### src/rtl/tts8_pkg.sv
// Shared types and constants for the front-panel/CPU RAM access path.
package tts8_pkg;

   localparam int DEF_ADDR_W = 4;
   localparam int DEF_DATA_W = 8;

   localparam logic [7:0] PROG_COUNT_MAX = 8'd255;

   typedef enum logic [1:0] {
      IDLE   = 2'd0,
      PWRITE = 2'd1,
      CLEAR  = 2'd2,
      RUN    = 2'd3
   } state_t;

endpackage

### src/rtl/ram_access_ctrl_btn_sync_edge.sv
// Two-flop synchroniser for a raw panel input, plus a one-cycle rising-edge pulse.
module btn_sync_edge (
   input  logic clk,
   input  logic reset,
   input  logic din,
   output logic level,
   output logic rise
);

   logic meta;
   logic prev;

   always_ff @(posedge clk or posedge reset) begin
      if (reset) begin
         meta  <= 1'b0;
         level <= 1'b0;
         prev  <= 1'b0;
      end else begin
         meta  <= din;
         level <= meta;
         prev  <= level;
      end
   end

   assign rise = level & ~prev;

endmodule

### src/rtl/ram_access_ctrl.sv
// Arbitrates the 16x8 RAM write/read port between the front panel and the CPU, with sequenced clear.
// Build option AUTO_INC_EN: panel address comes from an internal auto-incrementing pointer instead of sw_addr.
module ram_access_ctrl
   import tts8_pkg::*;
#(
   parameter int ADDR_W = DEF_ADDR_W,
   parameter int DATA_W = DEF_DATA_W
) (
   input  logic              clk,
   input  logic              reset,
   input  logic              start,
   input  logic              load_btn,
   input  logic              clr_btn,
   input  logic [ADDR_W-1:0] sw_addr,
   input  logic [DATA_W-1:0] sw_data,
   input  logic              cpu_req,
   input  logic              cpu_we,
   input  logic [ADDR_W-1:0] cpu_addr,
   input  logic [DATA_W-1:0] cpu_wdata,
   output logic              cpu_ready,
   output logic [DATA_W-1:0] cpu_rdata,
   output logic              mem_we,
   output logic [ADDR_W-1:0] mem_addr,
   output logic [DATA_W-1:0] mem_wdata,
   input  logic [DATA_W-1:0] mem_rdata,
   output logic              busy,
   output logic [7:0]        prog_count
);

   localparam int DEPTH = 2 ** ADDR_W;

   state_t            state;
   logic [ADDR_W-1:0] clr_cnt;
   logic [ADDR_W-1:0] panel_addr;
   logic              start_lvl;
   logic              start_rise_unused;
   logic              load_lvl_unused;
   logic              clr_lvl_unused;
   logic              load_rise;
   logic              clr_rise;

   btn_sync_edge u_start_sync (
      .clk  (clk),
      .reset(reset),
      .din  (start),
      .level(start_lvl),
      .rise (start_rise_unused)
   );

   btn_sync_edge u_load_sync (
      .clk  (clk),
      .reset(reset),
      .din  (load_btn),
      .level(load_lvl_unused),
      .rise (load_rise)
   );

   btn_sync_edge u_clr_sync (
      .clk  (clk),
      .reset(reset),
      .din  (clr_btn),
      .level(clr_lvl_unused),
      .rise (clr_rise)
   );

`ifdef AUTO_INC_EN
   logic [ADDR_W-1:0] prog_ptr;
   logic              sw_addr_unused;
   assign sw_addr_unused = ^sw_addr;
   assign panel_addr     = prog_ptr;
`else
   assign panel_addr = sw_addr;
`endif

   // Edges seen outside IDLE are simply not acted on; the detector keeps running so nothing queues.
   always_ff @(posedge clk or posedge reset) begin
      if (reset) begin
         state      <= IDLE;
         clr_cnt    <= '0;
         prog_count <= '0;
`ifdef AUTO_INC_EN
         prog_ptr   <= '0;
`endif
      end else begin
         case (state)
            IDLE: begin
               if (clr_rise) begin
                  state   <= CLEAR;
                  clr_cnt <= '0;
               end else if (load_rise) begin
                  state <= PWRITE;
               end else if (start_lvl) begin
                  state <= RUN;
               end
            end
            PWRITE: begin
               state <= IDLE;
               if (prog_count != PROG_COUNT_MAX)
                  prog_count <= prog_count + 8'd1;
`ifdef AUTO_INC_EN
               prog_ptr <= prog_ptr + 1'b1;
`endif
            end
            CLEAR: begin
               clr_cnt <= clr_cnt + 1'b1;
               if (clr_cnt == ADDR_W'(DEPTH - 1)) begin
                  state      <= IDLE;
                  prog_count <= '0;
`ifdef AUTO_INC_EN
                  prog_ptr   <= '0;
`endif
               end
            end
            RUN: begin
               if (!start_lvl)
                  state <= IDLE;
            end
            default: state <= IDLE;
         endcase
      end
   end

   always_comb begin
      mem_we    = 1'b0;
      cpu_ready = 1'b0;
      busy      = 1'b0;
      mem_addr  = panel_addr;
      mem_wdata = sw_data;
      case (state)
         PWRITE: mem_we = 1'b1;
         CLEAR: begin
            mem_we    = 1'b1;
            busy      = 1'b1;
            mem_addr  = clr_cnt;
            mem_wdata = '0;
         end
         RUN: begin
            cpu_ready = 1'b1;
            mem_addr  = cpu_addr;
            mem_wdata = cpu_wdata;
            mem_we    = cpu_req & cpu_we;
         end
         default: ;
      endcase
      // Address/data are combinational from the sources, so force them to zero while reset is held.
      if (reset) begin
         mem_addr  = '0;
         mem_wdata = '0;
      end
   end

   assign cpu_rdata = mem_rdata;

endmodule

### config.mk
export PLATFORM = sky130hd
export DESIGN_NAME = ram_access_ctrl
export DESIGN_NICKNAME = d
export VERILOG_FILES = /design/src/rtl/tts8_pkg.sv /design/src/rtl/ram_access_ctrl_btn_sync_edge.sv /design/src/rtl/ram_access_ctrl.sv
export SDC_FILE = /design/constraint.sdc
export NUM_CORES = 1
export LEC_CHECK = 0
export ABC_AREA = 1
export CORE_ASPECT_RATIO = 0.7
export CORE_UTILIZATION = 44
export DETAILED_ROUTE_END_ITERATION = 8
export GPL_ROUTABILITY_DRIVEN = 0
export MAX_ROUTING_LAYER = met4
export PLACE_DENSITY = 0.84
export SYNTH_ARGS = -nofsm -noshare
export SYNTH_HDL_FRONTEND = slang
export SYNTH_SLANG_ARGS = --single-unit
### constraint.sdc
create_clock -name clk -period 2.4 [get_ports clk]
set_input_delay 0.36 -clock clk [delete_from_list [all_inputs] [get_ports clk]]
set_output_delay 0.36 -clock clk [all_outputs]
set_load 0.01 [all_outputs]
; ---- Word-level counts from Yosys, hierarchy flattened
; Cells that the tools add are included.
[op_classes]
addsub = 2
n_eq_ne = 10
mux = 18
bitwise = 5
reduce_logical = 7
[ops]
columns = cell, count
row1 = case mux 8 bit (2 select lines), 2
row2 = two-way mux 8 bit, 3
row3 = case mux 4 bit (2 select lines), 2
row4 = two-way mux 2 bit, 5
row5 = adder 8 x 1 -> 8 bit (second input constant), 1
row6 = two-way mux 4 bit, 2
row7 = inequality test 2 bit (second input constant), 4
row8 = inequality test 8 bit (second input constant), 1
row9 = case mux 2 bit (4 select lines), 1
row10 = AND reduction 3 bit, 2
row11 = adder 4 x 1 -> 4 bit (second input constant), 1
row12 = equality test 2 bit (second input constant), 2
row13 = equality test 4 bit (second input constant), 1
row14 = inequality test 4 x 3 -> 1 bit (second input constant), 1
row15 = nonzero test 2 bit, 2
row16 = AND 1 bit, 3
row17 = equality test 2 x 1 -> 1 bit (second input constant), 1
row18 = logical NOT 2 bit, 1
row19 = two-way mux 1 bit, 2
row20 = inverter 1 bit, 2
row21 = case mux 1 bit (2 select lines), 1
row22 = AND reduction 2 bit, 1
row23 = OR reduction 2 bit, 1
[word_totals]
ff_bits = 22
in_bits = 39
out_inout_bits = 31
wordCells = 53

; ---- Logic depth before layout (Yosys ltp)
; Gate-level depths: netlist of the first run.
[depth]
ltp_word = 5
depth_mapped = 9
ltp_nobuf = 8

; ---- Cells and area by module
; A second synthesis of the first run with hierarchy kept.
[hier_totals]
hier_cells = 186
hier_area_um2 = 1433.9
[by_module_without_submodules]
columns = mod, n_inst, cells_per_inst, area_per_inst_um2
row1 = ram_access_ctrl, 1, 168, 1167.4
row2 = btn_sync_edge, 3, 6, 88.8

; ---- Worst setup path before layout of the first run
; OpenSTA, ideal clock, no wires.
[synth_path]
kind = register -> output
startpoint = register state[0]
endpoint = output port mem_addr[1]
arrival_ns = 1.363
required_time_ns = 2.040
setup_slack_ns = 0.677
stages_incl_launch_ff = 7
path_buffers = 1
cell_sequence = dfrtp_1 > inv_1 > ha_1 > nor2_1 > buf_2 > a21oi_1 > nor2_1
[synth_between]
elab_chain_cells = 3
elab_cells_between_ends = 4
cone_classes = 2 x eq/ne / 2 x mux
[synth_lines]
columns = element, line
row1 = start: declaration, ram_access_ctrl.sv:32  ; state_t state;
row2 = start signal: assignment, ram_access_ctrl.sv:78  ; state <= IDLE;
row3 = start signal: assignment, ram_access_ctrl.sv:88  ; state <= CLEAR;
row4 = start signal: assignment, ram_access_ctrl.sv:91  ; state <= PWRITE;
row5 = equality test 2 bit, ram_access_ctrl.sv:129  ; case (state)
row6 = case mux 4 bit (2 select lines) *, ram_access_ctrl.sv:129
row7 = two-way mux 4 bit *, ram_access_ctrl.sv:146  ; if (reset) begin
row8 = end: declaration, ram_access_ctrl.sv:23  ; output logic [ADDR_W-1:0] mem_addr,
; Every way passes the cells marked *; elsewhere a longest branch is shown, timed or not.

; ---- Worst setup path after layout of the first run
[layout_path]
startpoint = register state[0]
endpoint = output port mem_wdata[6]
[layout_between]
elab_chain_cells = 3
elab_cells_between_ends = 4
cone_classes = 2 x eq/ne / 2 x mux
[layout_lines]
columns = element, line
row1 = equality test 2 bit, ram_access_ctrl.sv:129
row2 = case mux 8 bit (2 select lines) *, ram_access_ctrl.sv:129
row3 = two-way mux 8 bit *, ram_access_ctrl.sv:146
row4 = end: declaration, ram_access_ctrl.sv:24  ; output logic [DATA_W-1:0] mem_wdata,
; Marked as above.

==> metrics, run 1 <==
Starting Density=48.9%; Mean Syn Cell Area=between 7 and 8 µm²; HP Class=reg -> reg; CTS root buf=clkbuf_8; cell with the most instances after synthesis=nand2_1; Syn Inst Count=190; post-DP HPWL=2700 µm; Switch Pwr=0.000827 W; Worst Path Required=2.04 ns; Vias/cell=5.18; commonest cells in the netlist=nand2_1 (31), nor2_1 (28), dfrtp_1 (22); Setup violations, final=0; DRC=0; Pre-antenna DRT Iters=4; via count=~1400; internal reg-to-reg setup slack=0.74 ns; CTS Buf Count=3; Initial DRC Count=65; Die X-Extent=70.3 µm; crit path max fanout=8; Final Critical Period=2.37 ns; Post-Place Worst Slack=approximately 0.17 ns; IO Pins=70; Placeable Area=2940 µm²; Max Slew Vio Count=0; Final WS setup=0.0345 ns; Die Height=49.8 µm; H-tree levels=1; Fillers=roughly 240; initial antenna violation count=0; status=complete, no violations; Total GRT Usage=23.3%; final hold vios=0; unrepaired setup endpoints after global routing=true; Synth Register Bits=22; power share of the clock group=17.0%; Routed WL per cell=around 13 µm; R2R cell count=9; dominant synthesized flop cell=dfrtp_1; Arr. time, crit path=2.01 ns; Clk pin slew, worst setup/hold paths=about 0.080 ns; Area after DPL=between 1500 and 2000 µm²; max_slew headroom=approximately 72%; largest net degree at the start of global routing=17; top post-synthesis cells by area=dfrtp_1 (38%), nand2_1 (8.1%), ha_1 (7.8%), nor2_1 (7.3%), a21oi_1 (7.0%); port bufs=53; Unique masters post-synth=22; cell area after layout=2100 µm²; Gate power share=56.8%; Fin Hold WS=about 0.35 ns; Yosys top cell by area=dfrtp_1; worst r2r src=state[0]; die area=around 3500 µm²; CTS sink count=22; Core Rows=16; GRT overflow=0; CP Class=reg -> out; hold path endpoint=u_load_sync.level; Skew-Pair Late Insertion Delay=0.27 ns; fmax=0.423 GHz; P_leak=1.08 nW; final wirelength=between 3000 and 4000 µm; Antenna Cells=0; maximum root-to-sink buffer count=2; nets@finish=292; Crit. End Element=output pin; Sw Share=40.8%; sequential share of power=26.2%; Pwr per Cell Area=965 nW/µm²; Netlist Area Pre-Place=1440 µm²; vias in the first global route=between 1000 and 1500; hold depth=0; internal power=0.00120 W; Layout area overhead=46.0%; worst-margin pin slew=0.425 ns; startpoint types=register; Final Skew=~0.0083 ns; share of cells above drive strength 1=under 10%; hold_sp=u_load_sync.meta; FFs w/ async S/R, synth=100%; CTS tree=done; Final Cycle Share=98.6%; FF-to-FF End=prog_count[0]; Final ANT Viol Nets=0; Yosys top cell area share=between 30% and 40%; first-pass GRT wire length=6140 µm; Seq/Total Area, Yosys=38.3%; number of enable flip-flop cells after synthesis=0; Synth Net Count=238; worst vdd ir=approximately 0.53 mV; Syn. warnings=0; Max-Cap Viols=0
## cells by family after synthesis
group / count (synthesis) / share of synthesized area (%)
adder cells (fa/ha/maj): 9 / 7.83
buffers and inverters: 33 / 12.0
AO/OA/AOI/OAI: 44 / 16.5
flip-flops: 22 / 38.3
AND/OR/NAND/NOR: 82 / 25.3
## metrics by stage
stage	power [W]	util, %	std cells	TNS [ns]
after floorplan	0.00122	-	190	0
after global placement	0.00160	66.8	273	0
after detailed placement	0.00162	66.8	273	0
after CTS	0.00201	69.8	279	0
after global routing	0.00219	71.3	279	-0.0660
final	0.00203	71.3	279	0
## state kept, by name (all words and copies together) (netlist names)
register / count
prog_count: 8
clr_cnt: 4
state: 2
u_clr_sync.level: 1
u_clr_sync.meta: 1
u_clr_sync.prev: 1
u_load_sync.level: 1
u_load_sync.meta: 1
u_load_sync.prev: 1
u_start_sync.level: 1
u_start_sync.meta: 1
## per-layer routing
metal  vias to the layer above  global-route usage (%)  wire (µm)
met3                         6                    5.73        387
met2                        76                    34.8       1610
li1                        720                       -          -
met4                         0                    8.00         42
met1                       643                    30.9       1680
met5                         -                       -          0
## area by class of cell
| cell class | instances | area, µm² | share of cell area [%] |
|---|---|---|---|
| Sequential cell | 22 | 552 | 26.3 |
| Clock buffer | 3 | 41.3 | 1.97 |
| Tap cell | 36 | 45.0 | 2.15 |
| Inverter | 21 | 78.8 | 3.75 |
| Clock inverter | 1 | 30.0 | 1.43 |
| Multi-Input combinational cell | 135 | 734 | 35.0 |
| Timing Repair Buffer | 61 | 618 | 29.4 |
## cell usage in the layout (no fill, tap or decap), types with 2 or more instances in the layout
cell             synthesis  routed
a21oi_1                 20      20
buf_4                    8       8
clkbuf_8                 0       3
clkdlybuf4s50_1          0      42
dfrtp_1                 22      21
dlymetal6s2s_1           0      11
ha_1                     9       8
inv_1                   21      21
nand2_1                 31      31
nand3_1                 12      12
nand4_1                  5       5
nor2_1                  28      27
nor2_4                   1       2
o21ai_0                 17      17
o21ai_1                  2       2
o21ai_2                  4       4
## critical path: stages, from the launching register on
cell             delay, ns
dfrtp_1               0.39
buf_4                 0.15
ha_1                  0.23
nor2_4                0.11
inv_1                 0.11
o21ai_0               0.21
nor2_1                0.06
clkdlybuf4s50_1       0.48
## worst max-delay path by stage
| stage | from | endpoint | slack [ns] | cells past startpoint |
|---|---|---|---|---|
| 2_1_floorplan | state[0] | mem_addr[1] | 0.68 | 6 |
| 3_3_place_gp | state[0] | mem_wdata[3] | 0.22 | 7 |
| 3_5_place_dp | state[0] | mem_wdata[3] | 0.17 | 7 |
| 4_1_cts | state[0] | mem_wdata[3] | 0.007 | 7 |
| 5_1_grt | state[0] | mem_wdata[6] | -0.07 | 7 |
| 6_report | state[0] | mem_wdata[6] | 0.03 | 7 |
## power by group through the flow
stage	Clock [W]	Combinational (W)	Sequential [W]
after floorplan	0	0.000681	0.000536
final	0.000345	0.00115	0.000531
after CTS	0.000351	0.00113	0.000524
after global routing	0.000363	0.00128	0.000544
after global placement	0	0.00107	0.000534
after detailed placement	0	0.00108	0.000537
## what timing repair did
item / in CTS / in global routing
pin swaps: 0 / 0
resized for setup: 4 / 14
setup endpoints to repair: 12 / 12
hold buffers: 0 / 0
setup buffers: 1 / 0
gates cloned: 1 / 0
Power figures use the tool's default switching activity.
==> inputs of run 2 (changes only) <==
CTS_CLUSTER_DIAMETER = 120   (was unset)
==> results of run 2 <==
Same layout as run 1: the final DEF is identical, and so are final timing and power.
==> inputs of run 3 (changes only) <==
REMOVE_ABC_BUFFERS = 1   (was unset)
==> run 3 against run 2 <==
- first-iteration DRC count is 29% lower
- design area decreased by 1.4%
- routed wire length fell by 2.6%
- critical path type unchanged
- largest power group unchanged
==> metrics, run 3 (synthesis results as in run 1) <==
status=complete, no violations; Crit. End Element=output pin; IO Pins=70 (unchanged); unrepaired setup endpoints after global routing=false; worst vdd ir=0.564 mV (+6.1%); Placeable Area=2940 µm² (unchanged); CTS tree=done; max_slew headroom=69.8% (-1.8 points); Core Rows=16 (unchanged); most frequent cells in the layout=clkdlybuf4s50_1 (41), nand2_1 (31), nor2_1 (27); fmax=0.453 GHz (+7.2%); hold depth=0 (unchanged); CTS Buf Count=3 (unchanged); Final ANT Viol Nets=0 (unchanged); vias in the first global route=1292 (-1.7%); Final Skew=0.00172 ns (-0.00661 ns); setup TNS=0 ns (unchanged); post-DP HPWL=2560 µm (-4.9%); FF-to-FF End=prog_count[0]; worst r2r src=state[0]; Top reg by flops=prog_count; Final Cycle Share=91.9% (-6.7 points); CP Class=reg -> out; Die X-Extent=70.3 µm (unchanged); Skew-Pair Late Insertion Delay=0.26 ns (about the same); number of flip-flops in the largest register=8 (unchanged); first-pass GRT wire length=5910 µm (-3.8%); via count=1433 (-0.83%); Core Util, Final=70.4% (-0.98 points); hold-fix buffers at CTS=0 (unchanged); crit path max fanout=6 (-2); Pwr per Cell Area=968 nW/µm² (+0.32%); Clk pin slew, worst setup/hold paths=0.08 ns (about the same); Max-Cap Viols=0 (unchanged); Worst Path Required=2.04 ns (about the same); Final Critical Period=2.21 ns (-0.160 ns); Arr. time, crit path=1.85 ns (-0.16 ns); Setup violations, final=0 (unchanged); final hold vios=0 (unchanged); Antenna Cells=0 (unchanged); Routed WL per cell=13.1 µm (-1.9%); total chip power=0.00200 W (-1.1%); Max Slew Vio Count=0 (unchanged); Initial DRC Count=46 (-29%); final wirelength=3630 µm (-2.6%); GRT overflow=0 (unchanged); Pre-antenna DRT Iters=4 (unchanged); Starting Density=48.9% (unchanged); hold path endpoint=u_clr_sync.level; largest net degree at the start of global routing=22 (+5); CTS root buf=clkbuf_8; Die Height=49.8 µm (unchanged); R2R cell count=9 (unchanged); HP Class=reg -> reg; CTS sink count=22 (unchanged); port bufs=53 (unchanged); maximum root-to-sink buffer count=2 (unchanged); die area=3500 µm² (unchanged); P_leak=1.08 nW (about the same); H-tree levels=1 (unchanged); Total GRT Usage=21.7% (-1.6 points); nets@finish=290 (-0.68%); Fillers=248 (+3.8%); DRC=0 (unchanged); Largest regs=prog_count x8, clr_cnt x4, state x2; internal reg-to-reg setup slack=0.72 ns (-0.02 ns); startpoint types=register; worst-margin pin slew=0.453 ns (+0.0274 ns); hold_sp=u_clr_sync.meta; most common cell after layout, fill and taps aside=clkdlybuf4s50_1; initial antenna violation count=0 (unchanged); Vias/cell=5.17 (-0.11%); Layout area overhead=44.0%; share of cells above drive strength 1=8.71% (-0.75 points)
## run 3: changes by cell type in the layout (fill, tap and decap cells not counted)
cell,previous run,this run
buf_4,8,6
clkdlybuf4s50_1,42,41
dfrtp_1,21,22
dfrtp_2,1,0
dlymetal6s2s_1,11,12
ha_2,0,1
ha_4,1,0
inv_1,21,20
inv_2,0,1
nor2_2,0,1
nor2_4,2,1
o21ai_0,17,16
o21ai_1,2,3
## run 3: timing repair
item	CTS	global route
resized for setup	3	15
setup buffers	1	0
cloned	1	0
setup endpoints to repair	12	12
## run 3: worst max-delay path: stages, from the launching register on
cell and delay (ns):
dfrtp_1 0.36, buf_4 0.14, ha_1 0.18, buf_4 0.15
nand3_1 0.08, a21oi_1 0.12, clkdlybuf4s50_1 0.55
## run 3: worst max path at each step
stage	start	to	cells after the start
after floorplan	state[0]	mem_wdata[0]	6
after global placement	state[0]	mem_addr[1]	7
after detailed placement	state[0]	mem_addr[1]	7
after CTS	state[0]	mem_wdata[4]	7
after global routing	state[1]	mem_we	5
final	state[0]	mem_we	6
## run 3: per-layer routing
| layer | up-vias | global-route usage, % | wire, µm |
|---|---|---|---|
| li1 | 712 | - | - |
| met1 | 639 | 27.6 | 1630 |
| met2 | 78 | 33.8 | 1630 |
| met3 | 4 | 7.36 | 352 |
| met4 | 0 | 4.33 | 14 |
| met5 | - | - | 0 |
## run 3: cell type report
class,count,area (µm²),share of cell area [%]
clock inverters,1,30.0,1.45
flip-flops and latches,22,551,26.6
repair buffers,59,606,29.2
multi-input cells,135,719,34.7
inverters,21,78.8,3.81
clock buffers,3,41.3,1.99
well taps,36,45.0,2.18
## run 3: power by group
group	internal, W	total [W]	switching, W
clock network	0.000223	0.000346	0.000123
registers	0.000444	0.000532	0.0000877
logic	0.000513	0.00113	0.000613
total	0.00118	0.00200	0.000825
## run 3: metrics by stage
stage	cells	worst slack (ns)	hold slack [ns]	area [µm²]
2_1_floorplan	178	0.406	0.331	1340
3_3_place_gp	271	0.194	0.334	1950
3_5_place_dp	271	0.164	0.335	1950
4_1_cts	277	0.0118	0.354	2040
5_1_grt	277	0.0707	0.363	2070
6_report	277	0.194	0.351	2070
==> RTL edit (flow settings as in run 1) <==
Set the package constant `DEF_ADDR_W` to 6 (it was 4).
--- a/src/rtl/tts8_pkg.sv
+++ b/src/rtl/tts8_pkg.sv
@@ -1,7 +1,7 @@
 // Shared types and constants for the front-panel/CPU RAM access path.
 package tts8_pkg;
 
-   localparam int DEF_ADDR_W = 4;
+   localparam int DEF_ADDR_W = 6;
    localparam int DEF_DATA_W = 8;
 
    localparam logic [7:0] PROG_COUNT_MAX = 8'd255;
Ports: changed (resized cpu_addr, mem_addr and sw_addr); port bits go from 70 to 76. The function was not compared with the original's and may differ.
==> RTL edit against run 1 <==
  * Sequential power increased by 4%
  * Sequential share of layout area decreased by 0.052 points
  * Cell area increased by 9.1%
  * Count of clock-buffer cells in the layout unchanged
  * Wire length increased by 9.1%
  * Sequential cell count increased by 2
  * Power decreased by 1.8%
  * Area after synthesis increased by 10%
  * Setup slack improved by 0.098 ns
  * Final cell count increased by 16%
  * Highest routed layer unchanged
==> RTL edit: results (changes against run 1) <==
stage;metric;value;unit;change
clock_tree;clk_path_buf_depth;2;;unchanged
placement;post-dp-hpwl;3090;um;+14%
global_routing;met1_usage;0.295;;-0.0138
global_routing;grtUsageMet3;0.0654;;+0.00812
drt;drt_iter0_drc;71;;+9.2%
placement;dp.cells;319;;+17%
cells_and_area;buf_share;0.288;;-0.00642
placement;io_buffers;59;;+11%
cells_and_area;largestRegisters;prog_count (8), clr_cnt (6), state (2);;
setup_path;slowest_delay;0.58;ns;+0.10 ns
yosys;synth_nets;271;;+14%
yosys;syn_avg_cell_area;7.24;sq um;-4.3%
setup_path;ff2ff_setup_slack;0.62;ns;-0.12 ns
cells_and_area;clk_share;0.0311;;-0.00282
cells_and_area;num-nets-final;331;;+13%
cells_and_area;seq_cell_count;24;;+9.1%
cells_and_area;inv_count;25;;+19%
drt;wl_met3;333;um;-14%
drt;via_per_inst;5.00;;-3.5%
cells_and_area;final_cells;325;;+16%
global_routing;gr-usage-met2;0.398;;+0.0499
global_routing;grt_pass1_vias;1534;;+17%
sta;fin_skew;0.00345;ns;-0.00487 ns
power;p_leak;1.15;nW;+6.5%
cells_and_area;regArea;601;sq um;+8.8%
yosys;ys_top_cells_by_area;dfrtp_1 (38%), nand2_1 (16%), a21oi_1 (7.9%), ha_1 (7.1%), inv_1 (5.4%);;
power;clockPowerShare;0.175;;+0.005
run_status;outcome;finished clean;;
yosys;ys_top_cells_by_count;nand2_1 (66), a21oi_1 (25), dfrtp_1 (24);;
setup_path;crit_fanout;6;;-2
global_routing;grt_pass1_wl;6760;um;+10%
yosys;seq_area_frac_synth;0.379;;-0.00439
drt;drt_wl_total;4060;um;+9.1%
cells_and_area;n_fill_cell;261;;+9.2%
cells_and_area;multiInputGateArea;806;sq um;+9.7%
drt;highest_layer;met4;;
cells_and_area;signal_buffers;68;;+11%
drt;wl_met2;1780;um;+11%
power;pwr-share-comb;0.549;;-0.019
power;p_int;1.18;mW;-1.5%
global_routing;grt_usage;0.241;;+0.00843
global_routing;grt_max_degree;25;;+8
cells_and_area;nMultiInputCombCells;157;;+16%
sta;tightestPinTransition;0.297;ns;-0.129 ns
power;ir_drop;0.464;mV;-13%
[RTL edit: what timing repair did]
action / CTS / global route
pin swaps: 0 / 0
setup buffers: 2 / 0
setup endpoints to repair: 14 / 6
gates resized for setup: 9 / 6
endpoints found under the hold margin: 0 / 0
gates cloned: 0 / 0
[RTL edit: per-stage QoR]
| stage | setup WS (ns) | instance area [sq um] | power, mW | utilization | hold slack [ns] |
|---|---|---|---|---|---|
| 2_1_floorplan | 0.489 | 1590 | 1.19 | - | 0.331 |
| 3_3_place_gp | 0.271 | 2200 | 1.62 | 0.667 | 0.333 |
| 3_5_place_dp | 0.200 | 2200 | 1.65 | 0.667 | 0.340 |
| 4_1_cts | 0.00317 | 2270 | 1.99 | 0.690 | 0.359 |
| 5_1_grt | 0.0381 | 2290 | 2.16 | 0.694 | 0.370 |
| 6_report | 0.132 | 2290 | 1.99 | 0.694 | 0.354 |
[RTL edit: path summary, 6_finish.rpt]
path | start | endpoint | depth (start not counted)
worst max-delay path | state[1]$_DFFE_PP0P_ | mem_we | 5
worst min-delay path | u_start_sync.meta$_DFF_PP0_ | u_start_sync.level$_DFF_PP0_ | 0
worst max register to register | state[0]$_DFFE_PP0P_ | prog_count[1]$_DFFE_PP0P_ | 9
worst min register to register | u_start_sync.meta$_DFF_PP0_ | u_start_sync.level$_DFF_PP0_ | 0
max in group asynchronous | reset | clr_cnt[0]$_DFFE_PP0P_ | 3
min in group asynchronous | reset | clr_cnt[5]$_DFFE_PP0P_ | 3
[RTL edit: cell families after synthesis]
| group | share of synthesized area |
|---|---|
| AND/OR/NAND/NOR | 0.268 |
| AO/OA/AOI/OAI | 0.167 |
| buffers and inverters | 0.115 |
| flip-flops | 0.379 |
| adder cells (fa/ha/maj) | 0.0710 |
